<file path="src/rtl/alu_word_sequencer.sv">
// Sequences 16-bit INW/DEW/ASW/ROW through an 8-bit registered ALU: low byte, then high byte with carry chained.
// Latency: start accepted in cycle 0 -> busy cycles 1-3 -> done pulse in cycle 4; rdy low stalls everything.
module alu_word_sequencer (
    input  logic        clk,
    input  logic        reset,
    input  logic        rdy,
    input  logic        start,
    input  logic [1:0]  cmd,
    input  logic [15:0] din,
    input  logic        cin,
    output logic        busy,
    output logic        done,
    output logic [15:0] dout,
    output logic        cout,
    output logic        z,
    output logic        n,
    output logic [3:0]  alu_op,
    output logic [7:0]  alu_ai,
    output logic [7:0]  alu_bi,
    output logic        alu_ci,
    output logic        alu_right,
    output logic        alu_arith,
    output logic        alu_bcd,
    output logic        alu_rdy,
    input  logic [7:0]  alu_out,
    input  logic        alu_co,
    input  logic        alu_n
);

    localparam logic [1:0] S_IDLE = 2'd0;
    localparam logic [1:0] S_LO   = 2'd1;
    localparam logic [1:0] S_HI   = 2'd2;
    localparam logic [1:0] S_WB   = 2'd3;

    localparam logic [1:0] CMD_INW = 2'b00;
    localparam logic [1:0] CMD_DEW = 2'b01;
    localparam logic [1:0] CMD_ASW = 2'b10;

    logic [1:0]  state;
    logic [15:0] din_q;
    logic [1:0]  cmd_q;
    logic        cin_q;
    logic [7:0]  lo_byte;

    always_ff @(posedge clk) begin
        if (reset) begin
            state   <= S_IDLE;
            done    <= 1'b0;
            dout    <= 16'h0000;
            cout    <= 1'b0;
            z       <= 1'b0;
            n       <= 1'b0;
            din_q   <= 16'h0000;
            cmd_q   <= 2'b00;
            cin_q   <= 1'b0;
            lo_byte <= 8'h00;
        end else if (rdy) begin
            done <= 1'b0;
            case (state)
                S_IDLE: begin
                    if (start) begin
                        state <= S_LO;
                        din_q <= din;
                        cmd_q <= cmd;
                        cin_q <= cin;
                    end
                end
                S_LO: state <= S_HI;
                S_HI: begin
                    state   <= S_WB;
                    lo_byte <= alu_out;
                end
                S_WB: begin
                    state <= S_IDLE;
                    dout  <= {alu_out, lo_byte};
                    cout  <= alu_co;
                    n     <= alu_n;
                    z     <= (alu_out == 8'h00) && (lo_byte == 8'h00);
                    done  <= 1'b1;
                end
                default: state <= S_IDLE;
            endcase
        end
    end

    assign busy      = (state != S_IDLE);
    assign alu_right = 1'b0;
    assign alu_arith = 1'b0;
    assign alu_bcd   = 1'b0;
    assign alu_bi    = 8'h00;

    // ASW and ROW share the shift opcode; they differ only in the low-pass carry in.
    always_comb begin
        case (cmd_q)
            CMD_INW: alu_op = 4'b0011;
            CMD_DEW: alu_op = 4'b0111;
            default: alu_op = 4'b1011;
        endcase
    end

    always_comb begin
        alu_ai  = 8'h00;
        alu_ci  = 1'b0;
        alu_rdy = 1'b0;
        case (state)
            S_LO: begin
                alu_ai  = din_q[7:0];
                alu_rdy = rdy;
                case (cmd_q)
                    CMD_INW: alu_ci = 1'b1;
                    CMD_DEW: alu_ci = 1'b0;
                    CMD_ASW: alu_ci = 1'b0;
                    default: alu_ci = cin_q;
                endcase
            end
            S_HI: begin
                alu_ai  = din_q[15:8];
                alu_ci  = alu_co;
                alu_rdy = rdy;
            end
            default: ;
        endcase
    end

endmodule
</file>
<file path="config.mk">
export PLATFORM = sky130hd
export DESIGN_NAME = alu_word_sequencer
export DESIGN_NICKNAME = d
export VERILOG_FILES = /design/src/rtl/alu_word_sequencer.sv
export SDC_FILE = /design/constraint.sdc
export NUM_CORES = 1
export LEC_CHECK = 0
export CAP_MARGIN = 20
export CORE_ASPECT_RATIO = 1.5
export CORE_UTILIZATION = 62
export CTS_CLUSTER_DIAMETER = 40
export CTS_CLUSTER_SIZE = 10
export DETAILED_ROUTE_END_ITERATION = 8
export DONT_BUFFER_PORTS = 1
export PLACE_DENSITY = 0.78
export SLEW_MARGIN = 20
export SYNTH_ARGS = -nofsm -noshare
export SYNTH_HDL_FRONTEND = slang
export SYNTH_SLANG_ARGS = --single-unit
</file>
<file path="constraint.sdc">
create_clock -name clk -period 1.7 [get_ports clk]
set_input_delay 0.34 -clock clk [delete_from_list [all_inputs] [get_ports clk]]
set_output_delay 0.34 -clock clk [all_outputs]
set_load 0.05 [all_outputs]
</file>
==> qor.csv, run 1 <==
stage,metric,value,unit
run_status,status,"complete, but fails checks",
run_status,failing checks,setup timing,
critical_path,Crit Reg-Reg Startpoint,state[0]$_SDFFE_PP0P_,
cts,clock-pin slew on the worst setup and hold paths,0.09,ns
cts,Clock Latency Late Sink,0.31,ns
sta,Worst-Margin Slew,0.546,ns
route,1st-pass router iterations,4,
global_route,largest net degree at the start of global routing,51,
power,"Power, Total",2.53,mW
hold_path,worst hold path type,primary input to flop,
logic_synthesis,ys async rst share,0,%
sta,Final Cycle Share,106,%
power,pwr dens,970,nW/µm²
global_route,All-Layer GR Usage,29.7,%
cts,Clock Path Buffers,2,
floorplanning,IO Pins,79,
place,routability congestion estimate,0.744,
critical_path,Worst Setup EP,alu_ai[7],
cts,number of CTS-inserted buffers,5,
power,Switch Pwr,0.643,mW
logic_synthesis,post-synthesis cell count,273,
cts,CTS tree,built,
logic_synthesis,"Top FF cell, synth",dfxtp_1,
finish,final antenna diode count,0,
finish,share of post-route cells with drive strength above 1,21.9,%
place,port bufs,0,
sta,unrepaired setup endpoints after global routing,yes,
floorplanning,Die Height,73.9,µm
critical_path,Register-to-Register Setup Slack,0.17,ns
power,Int Pwr,1.89,mW
route,Vias/cell,5.72,
global_route,Overflow after GRT,0,
power,clock share of power,38.6,%
floorplanning,core footprint,3220,µm²
sta,Setup TNS Final,-0.900,ns
sta,post-layout minimum cycle time,1.81,ns
route,met2 wire len,2900,µm
place,# placed instances,309,
global_route,vias in the first global route,1772,
power,sw frac,25.4,%
critical_path,reg2reg end,din_q[5]$_SDFFE_PP0P_,
logic_synthesis,yosys synthesis warning count,0,
global_route,initial antenna violation count,0,
critical_path,CP startpoint,state[1]$_SDFFE_PP0P_,
finish,final net count,320,
critical_path,endpoint class of the critical path,primary output,
route,highest metal used,met4,
critical_path,crit path kind,flop to primary output,
route,DRC errors left,0,
sta,worst setup margin,-0.107,ns
route,DR WL met3,326,µm
route,final WL,5090,µm
floorplanning,FP Rows,25,
power,Max rail drop VDD,904,µV
route,DRT iter0 DRCs,21,
cts,Root Buffer,clkbuf_8,
finish,Final Instance Area,2610,µm²
logic_synthesis,Mapped Area,2130,µm²
sta,final clock skew,0.00421,ns
logic_synthesis,Yosys reg bits,49,
critical_path,"Req. time, crit path",1.36,ns
route,WL per Instance,15.8,µm
critical_path,CP arrival,1.47,ns
power,combinational power share,13.7,%
sta,Pins Over Slew Limit,0,
finish,Area Overhead vs Synth,22.5,%
place,placed instance area,2300,µm²
critical_path,Startpoint Class,flop,
cts,H-tree depth,2,
finish,Post-Layout Cell Count,323,
critical_path,Worst R2R Path Depth,5,
finish,Finished Core Util,81.1,%
logic_synthesis,register area share after synthesis,46.0,%
sta,Slew HR,63.6,%
cts,CTS sink cnt,49,
place,hpwl dp,3100,µm
sta,Final setup violation count,10,
logic_synthesis,Mapped Avg Cell Area,7.82,µm²
power,register share of total power,47.7,%
power,static leakage,0.901,nW
floorplanning,Die W,49.9,µm
sta,Max Freq,553,MHz
logic_synthesis,distinct cell type count of the synthesized netlist,26,
route,post-route ant nets,0,
critical_path,Critical Path Fanout Max,7,
route,vias,1846,
sta,"Hold Vio Cnt, Final",0,
floorplanning,Die Area,3690,µm²
floorplanning,Initial Utilization,66.3,%
job,max_cap viols,0,
route,Met1 Routed Length,1740,µm
global_route,first-pass GRT wire length,8040,µm
logic_synthesis,number of synthesized flops with an enable pin,0,
worst min-delay path by stage:
stage / from / to / slack (ns) / cells after the start
floorplan: cin_q$_SDFFE_PP0P_ / cin_q$_SDFFE_PP0P_ / 0.43 / 2
global placement: reset / dout[5]$_SDFFE_PP0P_ / 0.41 / 1
detailed placement: reset / dout[12]$_SDFFE_PP0P_ / 0.42 / 1
CTS: reset / state[1]$_SDFFE_PP0P_ / 0.08 / 1
global route: reset / dout[2]$_SDFFE_PP0P_ / 0.07 / 1
finish: reset / lo_byte[3]$_SDFFE_PP0P_ / 0.09 / 1
what timing repair did:
action / 4_1_cts / 5_1_grt
endpoints found under the setup margin: 11 / 30
pin swaps: 9 / 1
cloned: 1 / 0
hold buffers: 0 / 0
buffers inserted: 5 / 0
gates resized for setup: 32 / 4
through the flow:
stage / setup WS, ns / hold WS (ns)
finish: -0.107 / 0.0868
global route: -0.159 / 0.0724
CTS: -0.119 / 0.0826
detailed placement: 0.0255 / 0.416
global placement: 0.0638 / 0.413
floorplan: -0.0468 / 0.432
final cells by class:
cell class	instances	area (µm²)
sequential	49	988
multi-input combinational	199	1090
timing repair buffer	23	333
clock inverter	3	65.1
inverter	4	22.5
fill	213	608
clock buffer	5	68.8
tap	40	50.0
state kept, by name (all words and copies together), names as in the netlist:
| signal | flops |
|---|---|
| state | 2 |
| cin_q | 1 |
| n | 1 |
| z | 1 |
| cout | 1 |
| dout | 16 |
| din_q | 16 |
| done | 1 |
| cmd_q | 2 |
| lo_byte | 8 |
cell usage in the layout (no fill, tap or decap), types with 2 or more instances in the layout:
cell type,count
dfxtp_1,47
buf_12,11
nand2_1,83
ha_4,3
nor2_1,3
buf_4,8
nand3_1,10
a21oi_1,48
nor4_1,3
clkbuf_8,5
a22oi_2,8
bufinv_16,2
nand2_2,2
buf_6,2
nor2b_1,2
dfxtp_4,2
o21ai_0,3
buf_8,2
conb_1,13
nor2b_2,8
ha_1,2
synthesized netlist by cell type, drive strengths merged, types with 2 or more instances:
cell	number	area share, %
a22oi	8	2.8
inv	4	0.70
nand2	85	15
nor2b	10	2.9
nor4	3	0.88
clkbuf	7	1.2
a21oi	48	11
nor2	3	0.53
buf	25	8.7
and3	2	0.59
conb	2	0.35
and2	2	0.59
o21ai	4	0.94
nand3	11	2.8
ha	5	2.9
dfxtp	49	46
kinds of logic (layout without fill, tap and decap cells):
group	count (synthesis)	after routing	share of synthesized area [%]
DFF	49	49	46.0
buffers and inverters	36	35	10.7
other	2	13	0.352
and+or+nand+nor	118	118	24.0
adders and majority gates	5	5	2.93
AOI/OAI and AO/OA	63	63	16.1
power by group through the flow:
stage / Sequential [mW] / Clock, mW / Combinational, mW
5_1_grt: 1.21 / 1.04 / 0.373
3_3_place_gp: 1.23 / 0 / 0.276
2_1_floorplan: 1.22 / 0 / 0.277
3_5_place_dp: 1.23 / 0 / 0.279
4_1_cts: 1.21 / 0.977 / 0.336
6_report: 1.21 / 0.978 / 0.347
worst max-delay path, cell delays in order (launching register included):
cell and delay [ns]:
dfxtp_4 0.37, buf_12 0.12, ha_4 0.16, buf_8 0.14
a22oi_2 0.15, nor2b_2 0.08, buf_12 0.15
routing by layer:
layer	track usage, %	vias to the layer above
li1	-	891
met1	29.2	878
met2	55.6	63
met3	9.32	14
met4	13.3	0
met5	0	-
(Power assumes the default switching activity.)
==> run 2: changes to the inputs <==
--- a/config.mk
+++ b/config.mk
@@ -7,12 +7,11 @@
 export LEC_CHECK = 0
 export CAP_MARGIN = 20
 export CORE_ASPECT_RATIO = 1.5
-export CORE_UTILIZATION = 62
+export CORE_UTILIZATION = 30
 export CTS_CLUSTER_DIAMETER = 40
 export CTS_CLUSTER_SIZE = 10
 export DETAILED_ROUTE_END_ITERATION = 8
 export DONT_BUFFER_PORTS = 1
-export PLACE_DENSITY = 0.78
 export SLEW_MARGIN = 20
 export SYNTH_ARGS = -nofsm -noshare
 export SYNTH_HDL_FRONTEND = slang
==> run 2 against run 1 <==
The flow finishes with violations (DRC, setup timing). Worst hold slack better by 0.014 ns. Wire length down 0.65%. Worst setup slack improved by 0.0023 ns. Register-to-register slack better by 0.12 ns. Count of clock-buffer cells in the layout increased by 1. Largest power group unchanged.
==> qor.csv, run 2 (synthesis results as in run 1) <==
stage,metric,value,unit,change
run_status,status,"complete, but fails checks",,
run_status,failing checks,"DRC, setup timing",,
finish,fill count,708,,+230%
cts,Root Buffer,clkbuf_8,,
route,vias,1751,,-5.1%
global_route,initial antenna violation count,0,,unchanged
place,routability congestion estimate,0.743,,about the same
job,max_cap viols,0,,unchanged
route,final WL,5060,µm,-0.65%
sta,final clock skew,0.00174,ns,-0.00247 ns
place,port bufs,0,,unchanged
cts,clock-pin slew on the worst setup and hold paths,0.09,ns,about the same
sta,Max Freq,554,MHz,+0.13%
critical_path,"most used cell, CP",buf_12,,
global_route,largest net degree at the start of global routing,51,,unchanged
place,# placed instances,347,,+12%
sta,Pins Over Slew Limit,0,,unchanged
critical_path,"Cell Chain, Critical Path","buf_12, ha_4, buf_12, a22oi_2, nor2b_2, buf_12",,
cts,CTS sink cnt,49,,unchanged
finish,share of post-route cells with drive strength above 1,19.6,%,-2.3 points
finish,Post-Layout Cell Count,358,,+11%
critical_path,"Req. time, crit path",1.36,ns,about the same
critical_path,Critical Path Fanout Max,9,,+2
global_route,All-Layer GR Usage,14.4,%,-15 points
power,"Power, Total",2.39,mW,-5.5%
sta,worst setup margin,-0.105,ns,+0.00232 ns
cts,Clock Latency Late Sink,0.29,ns,-0.02 ns
finish,final antenna diode count,0,,unchanged
cts,H-tree depth,2,,unchanged
floorplanning,Initial Utilization,31.2,%,-35 points
critical_path,CP arrival,1.46,ns,about the same
route,WL per Instance,14.1,µm,-10%
power,Max rail drop VDD,433,µV,-52%
route,1st-pass router iterations,8,,+4
critical_path,Startpoint Class,flop,,
global_route,first-pass GRT wire length,8250,µm,+2.6%
route,post-route ant nets,0,,unchanged
floorplanning,FP Rows,37,,+48%
floorplanning,Die Area,7460,µm²,+100%
finish,top flop regs,"din_q x16, dout x16, lo_byte x8",,
place,hpwl dp,3590,µm,+16%
route,Vias/cell,4.89,,-14%
critical_path,"Slowest-stage cell, CP",dfxtp_4,,
cts,number of CTS-inserted buffers,5,,unchanged
route,DRC errors left,2,,+2
power,pwr dens,916,nW/µm²,-5.5%
cts,CTS tree,built,,
sta,Final Cycle Share,106,%,-0.14 points
cts,# hold bufs at CTS,0,,unchanged
sta,Slew HR,64.4,%,+0.86 points
floorplanning,IO Pins,79,,unchanged
sta,unrepaired setup endpoints after global routing,yes,,
critical_path,crit path kind,flop to primary output,,
critical_path,endpoint class of the critical path,primary output,,
critical_path,CP max stage delay,0.37,ns,about the same
floorplanning,Die Height,105,µm,+43%
place,placed instance area,2360,µm²,+2.6%
sta,Worst-Margin Slew,0.533,ns,-0.0129 ns
finish,Area Overhead vs Synth,22.5,%,unchanged
sta,post-layout minimum cycle time,1.80,ns,-0.00232 ns
route,DRT iter0 DRCs,98,,+370%
floorplanning,core footprint,6850,µm²,+110%
finish,"most common cell after layout, fill and taps aside",nand2_1,,
finish,Finished Core Util,38.1,%,-43 points
finish,"commonest non-fill, non-tap cells in the layout","84 x nand2_1, 48 x a21oi_1, 47 x dfxtp_1",,
power,static leakage,0.873,nW,-3.1%
sta,Final setup violation count,10,,unchanged
finish,final net count,317,,-0.94%
global_route,vias in the first global route,1678,,-5.3%
hold_path,worst hold path type,primary input to flop,,
sta,hold slack,0.100,ns,+0.0135 ns
cts,Clock Path Buffers,2,,unchanged
sta,"Hold Vio Cnt, Final",0,,unchanged
finish,Final Instance Area,2610,µm²,unchanged
global_route,Overflow after GRT,0,,unchanged
floorplanning,Die W,70.9,µm,+42%
run 2: what timing repair did:
action,CTS,global route
pin swaps,5,1
buffers inserted,2,0
cloned,1,0
setup endpoints to repair,10,30
gates resized for setup,25,3
run 2: metrics by stage:
step                TNS [ns]  setup WS, ns
detailed placement    -0.670       -0.0802
floorplan             -0.374       -0.0468
finish                -0.907        -0.105
global placement      -0.107       -0.0136
CTS                    -1.15        -0.124
global route           -1.68        -0.181
run 2: where the power goes:
| part | total, mW | leakage (nW) | switching, mW | internal [mW] |
|---|---|---|---|---|
| combinational | 0.326 | 0.417 | 0.210 | 0.116 |
| sequential | 1.21 | 0.398 | 0.0306 | 1.18 |
| clock | 0.858 | 0.0574 | 0.380 | 0.478 |
| total | 2.39 | 0.873 | 0.621 | 1.77 |
run 2: final timing paths:
path,start,endpoint,slack [ns],cells past startpoint
min,reset,dout[12]$_SDFFE_PP0P_,0.10,1
max,state[1]$_SDFFE_PP0P_,alu_ai[5],-0.10,6
min reg2reg,cin_q$_SDFFE_PP0P_,cin_q$_SDFFE_PP0P_,0.45,2
max reg2reg,state[0]$_SDFFE_PP0P_,din_q[7]$_SDFFE_PP0P_,0.29,5
run 2: area by class of cell:
class	count	area (µm²)	share of cell area, %
multi-input cells	199	1080	41.2
clock inverters	2	37.5	1.44
inverters	4	22.5	0.862
repair buffers	20	308	11.8
flip-flops and latches	49	988	37.8
well taps	78	97.6	3.73
clock buffers	6	82.6	3.16
run 2: critical path: cells and delay by family, from the launching register on:
family,cells,cell delay (ns)
adder cells (fa/ha/maj),1,0.17
buffers and inverters,3,0.42
AND/OR/NAND/NOR,1,0.08
flip-flops,1,0.37
AO/OA/AOI/OAI,1,0.14
run 2: layer usage:
layer	vias up	GRT usage [%]	share of wire [%]
met5	-	0	0
met4	0	5.43	1.7
met3	6	4.02	5.6
met2	63	26.6	54
met1	801	15.1	38
li1	881	-	-
==> run 3: changes to the inputs <==
--- a/config.mk
+++ b/config.mk
@@ -7,7 +7,8 @@
 export LEC_CHECK = 0
 export CAP_MARGIN = 20
 export CORE_ASPECT_RATIO = 1.5
-export CORE_UTILIZATION = 30
+export CORE_MARGIN = 2
+export CORE_UTILIZATION = 35
 export CTS_CLUSTER_DIAMETER = 40
 export CTS_CLUSTER_SIZE = 10
 export DETAILED_ROUTE_END_ITERATION = 8
==> run 3 against run 2 <==
The run ends with setup timing left. Critical path type unchanged. Critical path depth unchanged. Non-clock buffer count unchanged. Largest cell class unchanged. Wire length is 2.0% lower. Highest routed layer unchanged. Largest power group unchanged. Worst hold slack worse by 0.0039 ns. Combinational power is essentially flat.
==> qor.csv, run 3 (synthesis results as in run 1) <==
stage,metric,value,unit,change
global_route,largest net degree at the start of global routing,51,,unchanged
route,DRT iter0 DRCs,73,,-26%
critical_path,endpoint class of the critical path,primary output,,
critical_path,Crit Reg-Reg Startpoint,state[0]$_SDFFE_PP0P_,,
power,"Power, Total",2.19,mW,-8.4%
place,port bufs,0,,unchanged
global_route,first-pass GRT wire length,8050,µm,-2.3%
sta,Slew HR,64.2,%,-0.23 points
cts,# hold bufs at CTS,0,,unchanged
finish,register area,988,µm²,unchanged
critical_path,reg2reg end,din_q[7]$_SDFFE_PP0P_,,
cts,CTS sink cnt,49,,unchanged
route,post-route ant nets,0,,unchanged
sta,Final setup violation count,10,,unchanged
finish,Area Overhead vs Synth,20.9,%,
floorplanning,Die Height,99.6,µm,-5.4%
place,placed instance area,2360,µm²,unchanged
finish,Post-Layout Cell Count,352,,-1.7%
floorplanning,FP Rows,34,,-8.1%
cts,clock-pin slew on the worst setup and hold paths,0.09,ns,about the same
finish,area of the multi-input gates,1080,µm²,+0.23%
place,# placed instances,342,,-1.4%
global_route,vias in the first global route,1721,,+2.6%
sta,post-layout minimum cycle time,1.83,ns,+0.0205 ns
floorplanning,IO Pins,79,,unchanged
job,max_cap viols,0,,unchanged
route,vias,1751,,unchanged
route,met2 wire len,2730,µm,-0.73%
global_route,All-Layer GR Usage,15.5,%,+1.1 points
cts,Clock Path Buffers,2,,unchanged
cts,H-tree depth,2,,unchanged
hold_path,Hold EP,dout[12]$_SDFFE_PP0P_,,
route,WL per Instance,14.1,µm,-0.37%
sta,hold slack,0.0964,ns,-0.00389 ns
route,Vias/cell,4.97,,+1.7%
finish,final antenna diode count,0,,unchanged
route,DR WL met3,335,µm,+19%
floorplanning,Die Area,6750,µm²,-9.5%
route,final WL,4950,µm,-2.0%
route,1st-pass router iterations,4,,-4
route,Met1 Routed Length,1830,µm,-5.3%
floorplanning,Die W,67.8,µm,-4.4%
route,highest metal used,met4,,
place,routability congestion estimate,0.721,,-3.0%
cts,CTS tree,built,,
finish,"commonest non-fill, non-tap cells in the layout","84 x nand2_1, 48 x a21oi_1, 47 x dfxtp_1",,
critical_path,"Req. time, crit path",1.36,ns,about the same
hold_path,worst hold path type,primary input to flop,,
sta,Worst-Margin Slew,0.536,ns,+0.00346 ns
sta,Final Cycle Share,107,%,+1.2 points
power,static leakage,0.863,nW,-1.1%
critical_path,Worst R2R Path Depth,5,,unchanged
hold_path,hold path depth,1,,unchanged
place,hpwl dp,3520,µm,-1.9%
cts,number of CTS-inserted buffers,5,,unchanged
sta,final clock skew,0.00672,ns,+0.00498 ns
sta,Max Freq,548,MHz,-1.1%
critical_path,Startpoint Class,flop,,
critical_path,Register-to-Register Setup Slack,0.27,ns,-0.02 ns
finish,top flop regs,"din_q x16, dout x16, lo_byte x8",,
run_status,status,"complete, but fails checks",,
run_status,failing checks,setup timing,,
floorplanning,Initial Utilization,36.6,%,+5.5 points
critical_path,crit path kind,flop to primary output,,
sta,worst setup margin,-0.125,ns,-0.0205 ns
sta,"Hold Vio Cnt, Final",0,,unchanged
hold_path,Hold Path Origin,reset,,
finish,fill count,606,,-14%
finish,Final Instance Area,2580,µm²,-1.2%
finish,final net count,317,,unchanged
global_route,initial antenna violation count,0,,unchanged
finish,share of post-route cells with drive strength above 1,20.0,%,+0.36 points
cts,Clock Latency Late Sink,0.30,ns,about the same
cts,Root Buffer,clkbuf_8,,
critical_path,CP arrival,1.49,ns,+0.03 ns
global_route,Overflow after GRT,0,,unchanged
route,DRC errors left,0,,-2
power,Max rail drop VDD,323,µV,-25%
sta,unrepaired setup endpoints after global routing,yes,,
critical_path,Critical Path Fanout Max,4,,-5
finish,Finished Core Util,44.3,%,+6.1 points
finish,"most common cell after layout, fill and taps aside",nand2_1,,
power,pwr dens,850,nW/µm²,-7.2%
sta,Pins Over Slew Limit,0,,unchanged
floorplanning,core footprint,5830,µm²,-15%
==> run 3: changes by cell type in the layout (fill, tap and decap cells not counted), sizes merged <==
cell / delta
bufinv: -1
buf: -1
clkinv: +2
==> run 3: layout make-up <==
cell class | count | area share (%)
inverters | 4 | 0.776
well taps | 72 | 3.49
multi-input cells | 199 | 41.8
clock buffers | 5 | 2.67
repair buffers | 20 | 12.3
clock inverters | 3 | 0.679
flip-flops and latches | 49 | 38.3
==> run 3: repair_timing <==
item / CTS / global route
buffers inserted: 0 / 1
gates cloned: 0 / 1
endpoints found under the hold margin: 0 / 0
gates resized for setup: 22 / 6
pin swaps: 0 / 1
setup endpoints to repair: 10 / 30
==> run 3: worst max path at each step <==
stage / start / to / slack (ns) / depth (start not counted)
floorplan: state[0]$_SDFFE_PP0P_ / alu_ai[0] / -0.05 / 4
global placement: state[0]$_SDFFE_PP0P_ / alu_ci / 0.02 / 4
detailed placement: state[0]$_SDFFE_PP0P_ / alu_ci / -0.02 / 4
CTS: state[1]$_SDFFE_PP0P_ / alu_ai[7] / -0.10 / 6
global route: state[1]$_SDFFE_PP0P_ / alu_ai[2] / -0.18 / 6
finish: state[1]$_SDFFE_PP0P_ / alu_ai[7] / -0.13 / 6
==> run 3: stage by stage <==
stage / setup WS (ns) / setup TNS, ns
final: -0.125 / -0.882
after global routing: -0.181 / -1.54
after CTS: -0.105 / -0.876
after detailed placement: -0.0211 / -0.0525
after global placement: 0.0190 / 0
after floorplan: -0.0468 / -0.374
==> run 3: power breakdown <==
| group | internal (mW) | switching (mW) |
|---|---|---|
| registers | 1.18 | 0.0291 |
| clock network | 0.284 | 0.375 |
| logic | 0.117 | 0.209 |
==> run 3: layer usage <==
metal / up-vias / global-route usage [%]
met5: - / 0
met2: 56 / 28.9
met1: 811 / 16.5
li1: 879 / -
met3: 5 / 4.30
met4: 0 / 3.77
==> run 3: critical path, cell delays in order (launching register included) <==
cell and delay, ns:
dfxtp_4 0.37, buf_6 0.12, ha_4 0.18, clkbuf_16 0.16, a22oi_2 0.14, nor2b_2 0.08, buf_12 0.15
